===== config.mk =====
export PLATFORM = sky130hd
export DESIGN_NAME = matrix_scanner_flat
export DESIGN_NICKNAME = d
export VERILOG_FILES = /design/src/rtl/matrix_pkg.sv /design/src/rtl/matrix_scanner_if.sv /design/src/rtl/matrix_framebuf.sv /design/src/rtl/matrix_scanner.sv /design/src/flat_wrapper.sv
export SDC_FILE = /design/constraint.sdc
export NUM_CORES = 1
export LEC_CHECK = 0
export BUFFER_PORTS_ARGS = -buffer_cell sky130_fd_sc_hd__buf_2
export CAP_MARGIN = 5
export CORE_ASPECT_RATIO = 0.8
export CORE_MARGIN = 4
export CORE_UTILIZATION = 50
export DETAILED_ROUTE_END_ITERATION = 10
export GPL_ROUTABILITY_DRIVEN = 0
export PLACE_DENSITY = 0.7
export RECOVER_POWER = 100
export SLEW_MARGIN = 30
export SYNTH_ARGS = -nofsm -noshare
export SYNTH_HDL_FRONTEND = slang
export SYNTH_SLANG_ARGS = --single-unit

===== constraint.sdc =====
create_clock -name CLK -period 6.3 [get_ports CLK]
set_input_delay 0 -clock CLK [delete_from_list [all_inputs] [get_ports CLK]]
set_output_delay 0 -clock CLK [all_outputs]
set_load 0.02 [all_outputs]

===== src/rtl/matrix_pkg.sv =====
// -----------------------------------------------------------------------------
// matrix_pkg
// Shared definitions for the LED dot-matrix row scanner:
//   ROWS_DEF / COLS_DEF : default matrix geometry
//   state_e             : scanner FSM state encoding (IDLE, BLANK, DRIVE)
//   addr_width()        : width of a row address for a given row count
// -----------------------------------------------------------------------------
package matrix_pkg;

  localparam int ROWS_DEF = 8;
  localparam int COLS_DEF = 8;

  typedef enum logic [1:0] {
    ST_IDLE  = 2'd0,
    ST_BLANK = 2'd1,
    ST_DRIVE = 2'd2
  } state_e;

  // A single-row matrix still needs a one-bit address to keep ports legal.
  function automatic int addr_width(input int n);
    return (n > 1) ? $clog2(n) : 1;
  endfunction

endpackage


===== src/rtl/matrix_scanner_if.sv =====
// -----------------------------------------------------------------------------
// matrix_scanner_if
// Host-side frame-store bus of the row scanner.
//   WE        : write strobe into the back buffer
//   WADDR     : row address of WDATA
//   WDATA     : row pattern, bit i = column i, 1 = LED on
//   SWAP      : one-cycle request to exchange front/back buffers
//   SWAP_DONE : one-cycle pulse when the swap is applied (scanner -> host)
// master = host, slave = scanner.
// -----------------------------------------------------------------------------
interface matrix_scanner_if #(
  parameter int ROWS = matrix_pkg::ROWS_DEF,
  parameter int COLS = matrix_pkg::COLS_DEF
);

  localparam int AW = matrix_pkg::addr_width(ROWS);

  logic          WE;
  logic [AW-1:0] WADDR;
  logic [COLS-1:0] WDATA;
  logic          SWAP;
  logic          SWAP_DONE;

  modport master (output WE, WADDR, WDATA, SWAP, input SWAP_DONE);
  modport slave  (input WE, WADDR, WDATA, SWAP, output SWAP_DONE);

endinterface


===== src/rtl/matrix_framebuf.sv =====
// -----------------------------------------------------------------------------
// matrix_framebuf
// Double-buffered frame store. Writes always go to the back buffer; a swap
// request is remembered (sticky) and applied only when the scanner signals
// the frame wrap point, so a displayed frame is never torn.
//   clk, rst      : clock, synchronous active-high reset (clears both stores)
//   we_i/waddr_i/wdata_i : back-buffer write port
//   swap_req_i    : swap request strobe
//   swap_point_i  : scanner is at the row ROWS-1 -> 0 wrap this cycle
//   rd_idx_i      : row to read from the front buffer
//   rd_data_o     : combinational front[rd_idx_i]
//   swap_fire_o   : swap is applied this cycle
// -----------------------------------------------------------------------------
module matrix_framebuf
  import matrix_pkg::*;
#(
  parameter int ROWS = ROWS_DEF,
  parameter int COLS = COLS_DEF
) (
  input  logic                        clk,
  input  logic                        rst,
  input  logic                        we_i,
  input  logic [addr_width(ROWS)-1:0] waddr_i,
  input  logic [COLS-1:0]             wdata_i,
  input  logic                        swap_req_i,
  input  logic                        swap_point_i,
  input  logic [addr_width(ROWS)-1:0] rd_idx_i,
  output logic [COLS-1:0]             rd_data_o,
  output logic                        swap_fire_o
);

  logic [COLS-1:0] buf0_q [ROWS];
  logic [COLS-1:0] buf0_d [ROWS];
  logic [COLS-1:0] buf1_q [ROWS];
  logic [COLS-1:0] buf1_d [ROWS];
  logic            front_sel_q, front_sel_d;
  logic            swap_pend_q, swap_pend_d;

  // Next-state of the stores, front select and pending-swap flag.
  always_comb begin
    buf0_d = buf0_q;
    buf1_d = buf1_q;
    // A request arriving in the wrap cycle itself joins that swap.
    swap_fire_o = swap_point_i & (swap_pend_q | swap_req_i);
    // The write targets the pre-swap back buffer, so a write in the swap
    // cycle lands in what becomes the front.
    if (we_i) begin
      if (front_sel_q) begin
        buf0_d[waddr_i] = wdata_i;
      end else begin
        buf1_d[waddr_i] = wdata_i;
      end
    end else begin
      buf0_d = buf0_q;
    end
    if (swap_fire_o) begin
      front_sel_d = ~front_sel_q;
      swap_pend_d = 1'b0;
    end else begin
      front_sel_d = front_sel_q;
      swap_pend_d = swap_pend_q | swap_req_i;
    end
  end

  // Front-buffer read port.
  always_comb begin
    if (front_sel_q) begin
      rd_data_o = buf1_q[rd_idx_i];
    end else begin
      rd_data_o = buf0_q[rd_idx_i];
    end
  end

  // Store and control registers.
  always_ff @(posedge clk) begin
    if (rst) begin
      for (int i = 0; i < ROWS; i++) begin
        buf0_q[i] <= '0;
        buf1_q[i] <= '0;
      end
      front_sel_q <= 1'b0;
      swap_pend_q <= 1'b0;
    end else begin
      buf0_q      <= buf0_d;
      buf1_q      <= buf1_d;
      front_sel_q <= front_sel_d;
      swap_pend_q <= swap_pend_d;
    end
  end

endmodule


===== src/rtl/matrix_scanner.sv =====
// -----------------------------------------------------------------------------
// matrix_scanner
// Row-scan driver for an LED dot matrix. Every toggle of SCAN_CLK is one scan
// tick: the current row is switched off, BLANK_CYCLES cycles of blanking
// follow, then the next row is driven from the front frame buffer.
//   CLK, RST     : system clock, synchronous active-high reset
//   SCAN_CLK     : divider output, already in the CLK domain
//   host         : frame-store bus (WE/WADDR/WDATA/SWAP in, SWAP_DONE out)
//   ROW          : one-hot row select, polarity set by ROW_ACTIVE_LOW
//   COL          : column data of the driven row, active high
//   FRAME_START  : pulse in the first DRIVE cycle of row 0
//   TICK_OVERRUN : pulse when a tick lands during blanking and is dropped
// -----------------------------------------------------------------------------
module matrix_scanner
  import matrix_pkg::*;
#(
  parameter int ROWS           = ROWS_DEF,
  parameter int COLS           = COLS_DEF,
  parameter int BLANK_CYCLES   = 4,
  parameter bit ROW_ACTIVE_LOW = 1'b1
) (
  input  logic             CLK,
  input  logic             RST,
  input  logic             SCAN_CLK,
  matrix_scanner_if.slave  host,
  output logic [ROWS-1:0]  ROW,
  output logic [COLS-1:0]  COL,
  output logic             FRAME_START,
  output logic             TICK_OVERRUN
);

  localparam int AW = addr_width(ROWS);
  localparam int CW = (BLANK_CYCLES > 1) ? $clog2(BLANK_CYCLES) : 1;
  localparam logic [CW-1:0] CNT_LAST = CW'(BLANK_CYCLES - 1);
  localparam logic [AW-1:0] ROW_LAST = AW'(ROWS - 1);
  localparam logic [ROWS-1:0] ROW_OFF = {ROWS{ROW_ACTIVE_LOW}};

  state_e          state_q, state_d;
  logic [AW-1:0]   row_idx_q, row_idx_d;
  logic [CW-1:0]   cnt_q, cnt_d;
  logic [ROWS-1:0] row_q, row_d;
  logic [COLS-1:0] col_q, col_d;
  logic            frame_start_q, frame_start_d;
  logic            swap_done_q, swap_done_d;
  logic            overrun_q, overrun_d;
  logic            scan_q;
  logic            tick_s;
  logic            swap_point_s;
  logic            swap_fire_s;
  logic [COLS-1:0] front_row_s;

  function automatic logic [ROWS-1:0] row_sel(input logic [AW-1:0] idx);
    logic [ROWS-1:0] oh;
    oh = ROWS'(1'b1) << idx;
    return ROW_ACTIVE_LOW ? ~oh : oh;
  endfunction

  assign tick_s         = SCAN_CLK ^ scan_q;
  assign ROW            = row_q;
  assign COL            = col_q;
  assign FRAME_START    = frame_start_q;
  assign TICK_OVERRUN   = overrun_q;
  assign host.SWAP_DONE = swap_done_q;

  matrix_framebuf #(
    .ROWS (ROWS),
    .COLS (COLS)
  ) u_framebuf (
    .clk          (CLK),
    .rst          (RST),
    .we_i         (host.WE),
    .waddr_i      (host.WADDR),
    .wdata_i      (host.WDATA),
    .swap_req_i   (host.SWAP),
    .swap_point_i (swap_point_s),
    .rd_idx_i     (row_idx_d),
    .rd_data_o    (front_row_s),
    .swap_fire_o  (swap_fire_s)
  );

  // Scan FSM next state plus the values the output registers will load.
  always_comb begin
    state_d       = state_q;
    row_idx_d     = row_idx_q;
    cnt_d         = cnt_q;
    frame_start_d = 1'b0;
    overrun_d     = 1'b0;
    swap_point_s  = 1'b0;
    case (state_q)
      ST_IDLE: begin
        if (tick_s) begin
          state_d = ST_BLANK;
          cnt_d   = '0;
        end else begin
          state_d = ST_IDLE;
        end
      end
      ST_BLANK: begin
        // A tick during blanking is dropped; the blank count is not restarted.
        overrun_d = tick_s;
        if (cnt_q == CNT_LAST) begin
          state_d       = ST_DRIVE;
          cnt_d         = '0;
          frame_start_d = (row_idx_q == '0);
        end else begin
          cnt_d = cnt_q + CW'(1'b1);
        end
      end
      ST_DRIVE: begin
        if (tick_s) begin
          state_d      = ST_BLANK;
          cnt_d        = '0;
          // ROWS is a power of two, so the increment wraps on its own.
          row_idx_d    = row_idx_q + AW'(1'b1);
          swap_point_s = (row_idx_q == ROW_LAST);
        end else begin
          state_d = ST_DRIVE;
        end
      end
      default: begin
        state_d   = ST_IDLE;
        row_idx_d = '0;
        cnt_d     = '0;
      end
    endcase
    swap_done_d = swap_fire_s;
    if (state_d == ST_DRIVE) begin
      row_d = row_sel(row_idx_d);
      col_d = front_row_s;
    end else begin
      row_d = ROW_OFF;
      col_d = '0;
    end
  end

  // Scan-clock sampler; follows SCAN_CLK through reset so release never ticks.
  always_ff @(posedge CLK) begin
    scan_q <= SCAN_CLK;
  end

  // FSM state, counters and registered outputs.
  always_ff @(posedge CLK) begin
    if (RST) begin
      state_q       <= ST_IDLE;
      row_idx_q     <= '0;
      cnt_q         <= '0;
      row_q         <= ROW_OFF;
      col_q         <= '0;
      frame_start_q <= 1'b0;
      swap_done_q   <= 1'b0;
      overrun_q     <= 1'b0;
    end else begin
      state_q       <= state_d;
      row_idx_q     <= row_idx_d;
      cnt_q         <= cnt_d;
      row_q         <= row_d;
      col_q         <= col_d;
      frame_start_q <= frame_start_d;
      swap_done_q   <= swap_done_d;
      overrun_q     <= overrun_d;
    end
  end

endmodule


===== src/flat_wrapper.sv =====
// flat-port wrapper written by rule: the top's interface ports become plain ports
module matrix_scanner_flat import matrix_pkg::*;
#(
  parameter int ROWS           = ROWS_DEF,
  parameter int COLS           = COLS_DEF,
  parameter int BLANK_CYCLES   = 4,
  parameter bit ROW_ACTIVE_LOW = 1'b1
)
  (CLK, RST, SCAN_CLK, ROW, COL, FRAME_START, TICK_OVERRUN, host_WE, host_WADDR, host_WDATA, host_SWAP, host_SWAP_DONE);
  matrix_scanner_if #(.ROWS(ROWS), .COLS(COLS)) host_i ();
  input  logic CLK;
  input  logic RST;
  input  logic SCAN_CLK;
  output logic [ROWS-1:0] ROW;
  output logic [COLS-1:0] COL;
  output logic FRAME_START;
  output logic TICK_OVERRUN;
  input wire logic [$bits(host_i.WE)-1:0] host_WE;
  input wire logic [$bits(host_i.WADDR)-1:0] host_WADDR;
  input wire logic [$bits(host_i.WDATA)-1:0] host_WDATA;
  input wire logic [$bits(host_i.SWAP)-1:0] host_SWAP;
  output wire logic [$bits(host_i.SWAP_DONE)-1:0] host_SWAP_DONE;
  assign host_i.WE = host_WE;
  assign host_i.WADDR = host_WADDR;
  assign host_i.WDATA = host_WDATA;
  assign host_i.SWAP = host_SWAP;
  assign host_SWAP_DONE = host_i.SWAP_DONE;
  matrix_scanner #(.ROWS(ROWS), .COLS(COLS), .BLANK_CYCLES(BLANK_CYCLES), .ROW_ACTIVE_LOW(ROW_ACTIVE_LOW)) u_core (.CLK(CLK), .RST(RST), .SCAN_CLK(SCAN_CLK), .host(host_i), .ROW(ROW), .COL(COL), .FRAME_START(FRAME_START), .TICK_OVERRUN(TICK_OVERRUN));
endmodule

## Yosys cells after proc, flatten, opt, wreduce, memory -nomap -nowiden

Index checks and enable logic that the tools add are counted.

| operators by class | value |
|---|---|
| $add $sub $neg | 2 |
| multipliers | 0 |
| divide/modulo/power cells | 0 |
| magnitude comparators | 3 |
| equality and inequality tests | 6 |
| shifts and indexed selects | 1 |
| multiplexer cells | 22 |
| bitwise gates (word level) | 10 |
| reduce and logical (&&, ||, !) cells | 11 |

Operators with widths:

| kind | count |
|---|---|
| 64-bit bitwise mux | 2 |
| 8-bit binary-select mux with 3-bit select | 2 |
| 8-bit two-way mux | 6 |
| 8-bit demux with 3-bit select | 1 |
| 2-bit OR reduction | 5 |
| 4-bit >= comparator, second input constant | 2 |
| 2-bit two-way mux | 4 |
| 3-bit NOT with 4-bit output | 2 |
| 8-bit NOT | 1 |
| 1-bit by 3-bit left shift with 8-bit output, first input constant | 1 |
| 2-bit equality test, second input constant | 3 |
| 2-bit case mux with 3 select lines | 1 |
| 3-bit case mux with 2 select lines | 1 |
| 4-bit by 1-bit < comparator with 1-bit output, second input constant | 1 |
| 1-bit NOT | 4 |
| 2-bit case mux with 2 select lines | 1 |
| 2-bit AND reduction | 2 |
| 3-bit by 1-bit adder with 3-bit output, second input constant | 1 |
| 3-bit equality test, second input constant | 1 |
| 3-bit zero test | 1 |
| 1-bit two-way mux | 3 |
| 3-bit two-way mux | 1 |
| 3-bit OR reduction | 1 |
| 2-bit by 1-bit adder with 2-bit output, second input constant | 1 |
| 7 further kinds | 7 |

| storage, ports and cells | value |
|---|---|
| bits in registers | 157 |
| latch bits | 0 |
| bits in writable memories | 0 |
| ROM bits | 0 |
| bits of input ports | 16 |
| word-level logic and storage cells | 82 |
| memories | 0 |

## Longest topological paths before layout

| logic depth | value |
|---|---|
| depth in word-level cells | 8 |
| mapped depth | 11 |

## Cells and area by module

A second synthesis with hierarchy kept.

| second synthesis, totals | value |
|---|---|
| cell total of the unflattened synthesis | 711 |
| area, all modules | 6711.4 um^2 |

By module, submodules not included:

| module | times used | cells an instance | area an instance (um^2) |
|---|---|---|---|
| matrix_framebuf | 1 | 626 | 5755.5 |
| matrix_scanner | 1 | 85 | 955.9 |

## Least setup slack after synthesis

No wires, ideal clock.

| timing path | value |
|---|---|
| kind | register to register |
| start | register u_core.row_idx_q[0] |
| end | register u_core.col_q[6] (netlist: u_core.COL[6]) |
| setup time | 0.117 ns |
| arrival | 2.486 ns |
| data required time | 6.183 ns |
| slack | 3.696 ns |
| cell stages (with the launch flop) | 12 |
| period minus slack after synthesis | 2.604 ns |
| cell sequence | dfxtp_1 > inv_1 > ha_1 > nor2b_1 > and3_1 > buf_4 > nor2_2 > buf_4 > mux2_2 > a22oi_1 > nand3_1 > a32o_1 |

| between the ends | value |
|---|---|
| cells in the longest elaborated chain, start to end | 8 |
| elaborated cells between the ends (all ways) | 11 |
| those cells by class | add/sub (1); mux (9); bitwise (1) |

Ends and longest elaborated chain:

| what | line | source |
|---|---|---|
| from (decl) | matrix_scanner.sv:39 | `logic [AW-1:0] row_idx_q, row_idx_d;` |
| from (signal assigned) | matrix_scanner.sv:154 | `row_idx_q <= row_idx_d;` |
| 3-bit by 1-bit adder with 3-bit output | matrix_scanner.sv:114 | `row_idx_d = row_idx_q + AW'(1'b1);` |
| 3-bit two-way mux | matrix_scanner.sv:110 | `if (tick_s) begin` |
| 3-bit case mux with 2 select lines (*) | matrix_scanner.sv:89 | `case (state_q)` |
| 3-bit NOT with 4-bit output (not written as such) (*) | matrix_framebuf.sv:68, matrix_framebuf.sv:70 |  |
| 8-bit binary-select mux with 3-bit select, on equally long branches | matrix_framebuf.sv:70, matrix_framebuf.sv:68 |  |
| 8-bit two-way mux, on equally long branches (2 in series) | matrix_framebuf.sv:70, matrix_framebuf.sv:68 |  |
| 8-bit two-way mux (*) | matrix_framebuf.sv:67 | `if (front_sel_q) begin` |
| to (signal assigned) | matrix_scanner.sv:157 | `col_q <= col_d;` |
| to (decl) | matrix_scanner.sv:42 | `logic [COLS-1:0] col_q, col_d;` |

Every way passes the cells marked *; elsewhere a longest branch is shown, timed or not. The select of a mux whose other input is x is not followed.
A chain may end at the register's enable or synchronous reset.

## Final worst setup path

| timing path | value |
|---|---|
| start | register u_core.row_idx_q[0] |
| end | register u_core.col_q[4] (netlist: u_core.COL[4]) |

Same word-level chain as after synthesis.

==> results.cfg <==
[status]
status = finished with violations
failed_checks = max-capacitance violations, max-slew violations

[power_and_ir_drop]
switching_power_uw = 469.5
p_int_mw = 1.633
p_seq_share_pct = 48.1
p_leak_nw = 2.992
p_comb_share_pct = 3.9
clkPwrFrac_pct = 47.9
ir_drop_mv = 0.2120
swShare_pct = 22.33
power.density_nw_per_um2 = 278.6

[timing]
drv_slew = 63
layout_worst_path_cycle_share_pct = 58.66
slew_headroom_pct = -24.99
tightest_slew_ns = 1.861
period_minus_slack_ns = 3.695
fin_skew_ns = 0.007367
grt_setup_unrepaired = false
tns_ns = 0
hold_viol_final = 0
fmax_mhz = 270.6
setup_viol = 0

[synthesis]
synth_edf_count = 0
synth-async-reset-ratio_pct = 0
ys_seq_elements = 157
ys_types = 43
mappedNetlistArea_um2 = 6724
ys_seq_area_share_pct = 46.74
syn-num-nets = 730
synthFlopType = dfxtp_1
yosysWarnings = 0
postSynthCellCount = 710
avgSynthCellArea_um2 = 9.470

[final_layout]
syn2layout_area_growth_pct = 12.28
mostFrequentLayoutCells = 157 x dfxtp_1, 139 x nor2_1, 127 x mux2i_1
drive_gt1_share_pct = 9.878
antenna_cells = 0
n_fill_cell = 1126
mostFrequentLayoutCell = dfxtp_1
post-route-cell-area_um2 = 7550
layout.nets = 746

[floorplan]
fp.dieW_um = 137.7
chipHeight_um = 111.7
design.portCount = 35
core-area_um2 = 13010
rows = 37
die-area_um2 = 15380
initial_utilization_pct = 51.69

[clocking]
cts.clk_slew.worst_paths_ns = 0.06
h-tree-depth = 4
cts-root-buf = clkbuf_16
cts_sinks = 157
numCtsBuffers = 17
post_cts.repair.setup_buffers = 0
cts_tree = built
cts_resized = 0
clockBufferDepth = 2
hold_buffers = 7
clkLatencyLatePin_ns = 0.42

[min_path]
holdPathStages = 3
min_from = host_WDATA[0]
hold_class = input port to flip-flop

[setup_path]
path_class = flip-flop to flip-flop
timing.rr.start = u_core.row_idx_q[0]$_SDFF_PP0_
crit_arrival_ns = 4.01
required_ns = 6.62
endpoint_kind = flip-flop
critPathMaxFanout = 35
startpoint = u_core.row_idx_q[0]$_SDFF_PP0_
start_kind = flip-flop
r2r_cells = 8

[global_route]
gr-usage-all-layers_pct = 22.35
globalRouteMet1Util_pct = 30.83
grt_pass1_vias = 5137
grt-ovfl-total = 0
met2_usage_pct = 34.66
antenna_found_initial = 0
grt_most_used_layer = met2
grt_pass1_wl_um = 27120
use_met3_pct = 5.691
grt_max_degree = 109

[routing]
drc_errors = 0
via_per_inst = 5.757
wl_um = 16750
drt_iter0_markers = 463
ant_nets = 0
wl_per_cell_um = 18.32
drtPass1Iterations = 5
route.vias.total = 5262

[flow_run]
maxCapViolCount = 4

[placed_design]
hpwl_um = 10860
port_buffers = 34
dpl_cell_area_um2 = 6959
## Yosys cell counts (all sizes together), types with 3 or more instances
| library cell | n | area [um^2] |
|---|---|---|
| a22oi | 5 | 37.54 |
| buf | 10 | 72.56 |
| nand2 | 47 | 176.4 |
| inv | 5 | 18.77 |
| nand2b | 3 | 18.77 |
| a21o | 4 | 30.03 |
| clkbuf | 40 | 150.1 |
| o21ai | 24 | 120.1 |
| a21oi | 25 | 128.9 |
| a221oi | 13 | 132.6 |
| a211oi | 8 | 60.06 |
| and3 | 3 | 18.77 |
| nor2b | 5 | 31.28 |
| nor3 | 7 | 50.05 |
| a32o | 8 | 80.08 |
| ha | 4 | 50.05 |
| mux2 | 17 | 217.7 |
| a221o | 7 | 70.07 |
| mux2i | 127 | 1271 |
| a31oi | 6 | 43.79 |
| nand3 | 30 | 150.1 |
| dfxtp | 157 | 3143 |
| nor2 | 140 | 528.0 |
## final timing paths
check / endpoint / slack (ns)
hold / removal: u_core.u_framebuf.buf1_q[56]$_SDFFE_PP0P_ / 0.02
setup reg to reg: u_core.COL[4]$_SDFF_PP0_ / 2.60
setup / recovery: u_core.COL[4]$_SDFF_PP0_ / 2.60
hold reg to reg: u_core.u_framebuf.buf1_q[58]$_SDFFE_PP0P_ / 0.46
## flip-flops by register name, summed over array words and instances, names as in the netlist, 2 cells and up
register	count
u_core.state_q	2
u_core.u_framebuf.buf1_q	64
u_core.COL	8
u_core.cnt_q	2
u_core.ROW	8
u_core.u_framebuf.buf0_q	64
u_core.row_idx_q	3
## logic make-up after synthesis
logic type      after synthesis  synth area share (%)
compound gates              103                 10.90
xor+xnor                      3                0.5025
fa+ha+maj                     4                0.7444
buf+inv                      55                 3.591
flops                       157                 46.74
mux                         144                 22.14
simple gates                244                 15.37
## final cells by class
class,count,area [um^2],share of cell area [%]
Inverter,5,18.77,0.2486
Tap cell,175,219.0,2.900
Multi-Input combinational cell,498,3332,44.13
Clock inverter,10,113.9,1.508
Clock buffer,22,464.2,6.148
Sequential cell,157,3143,41.63
Timing Repair Buffer,47,259.0,3.431
## power groups by stage
stage / Clock, mW / Sequential, mW / Combinational (mW)
floorplan: 0 / 1.03 / 0.0563
global placement: 0 / 1.03 / 0.0768
detailed placement: 0 / 1.03 / 0.0795
CTS: 1.02 / 1.01 / 0.0831
global route: 1.06 / 1.01 / 0.0911
finish: 1.01 / 1.01 / 0.0825
## critical path, cell delays in order (launching register included)
cell and delay, ns:
dfxtp_1 0.38, ha_1 0.26, ha_1 0.29, nand3_1 0.07, o21ai_0 0.17, clkbuf_1 1.28, o21ai_0 0.47, a221o_1 0.40
a32o_1 0.25
## per-stage QoR
step	total power, mW	cells	hold slack [ns]	utilization (%)	worst slack, ns
6_report	2.103	914	0.02212	58.04	2.605
5_1_grt	2.169	914	0.03403	58.04	2.406
4_1_cts	2.118	914	0.001648	58.48	3.209
3_5_place_dp	1.114	875	0.1715	53.50	3.222
3_3_place_gp	1.111	875	0.1717	53.47	3.079
2_1_floorplan	1.087	710	0.02772	-	3.696
## routing by layer
layer | vias up | routed length [um]
li1 | 2513 | -
met1 | 2582 | 7839
met2 | 147 | 7813
met3 | 20 | 881
met4 | 0 | 213
met5 | - | 0
No activity file was read; power rests on OpenSTA's default activity.
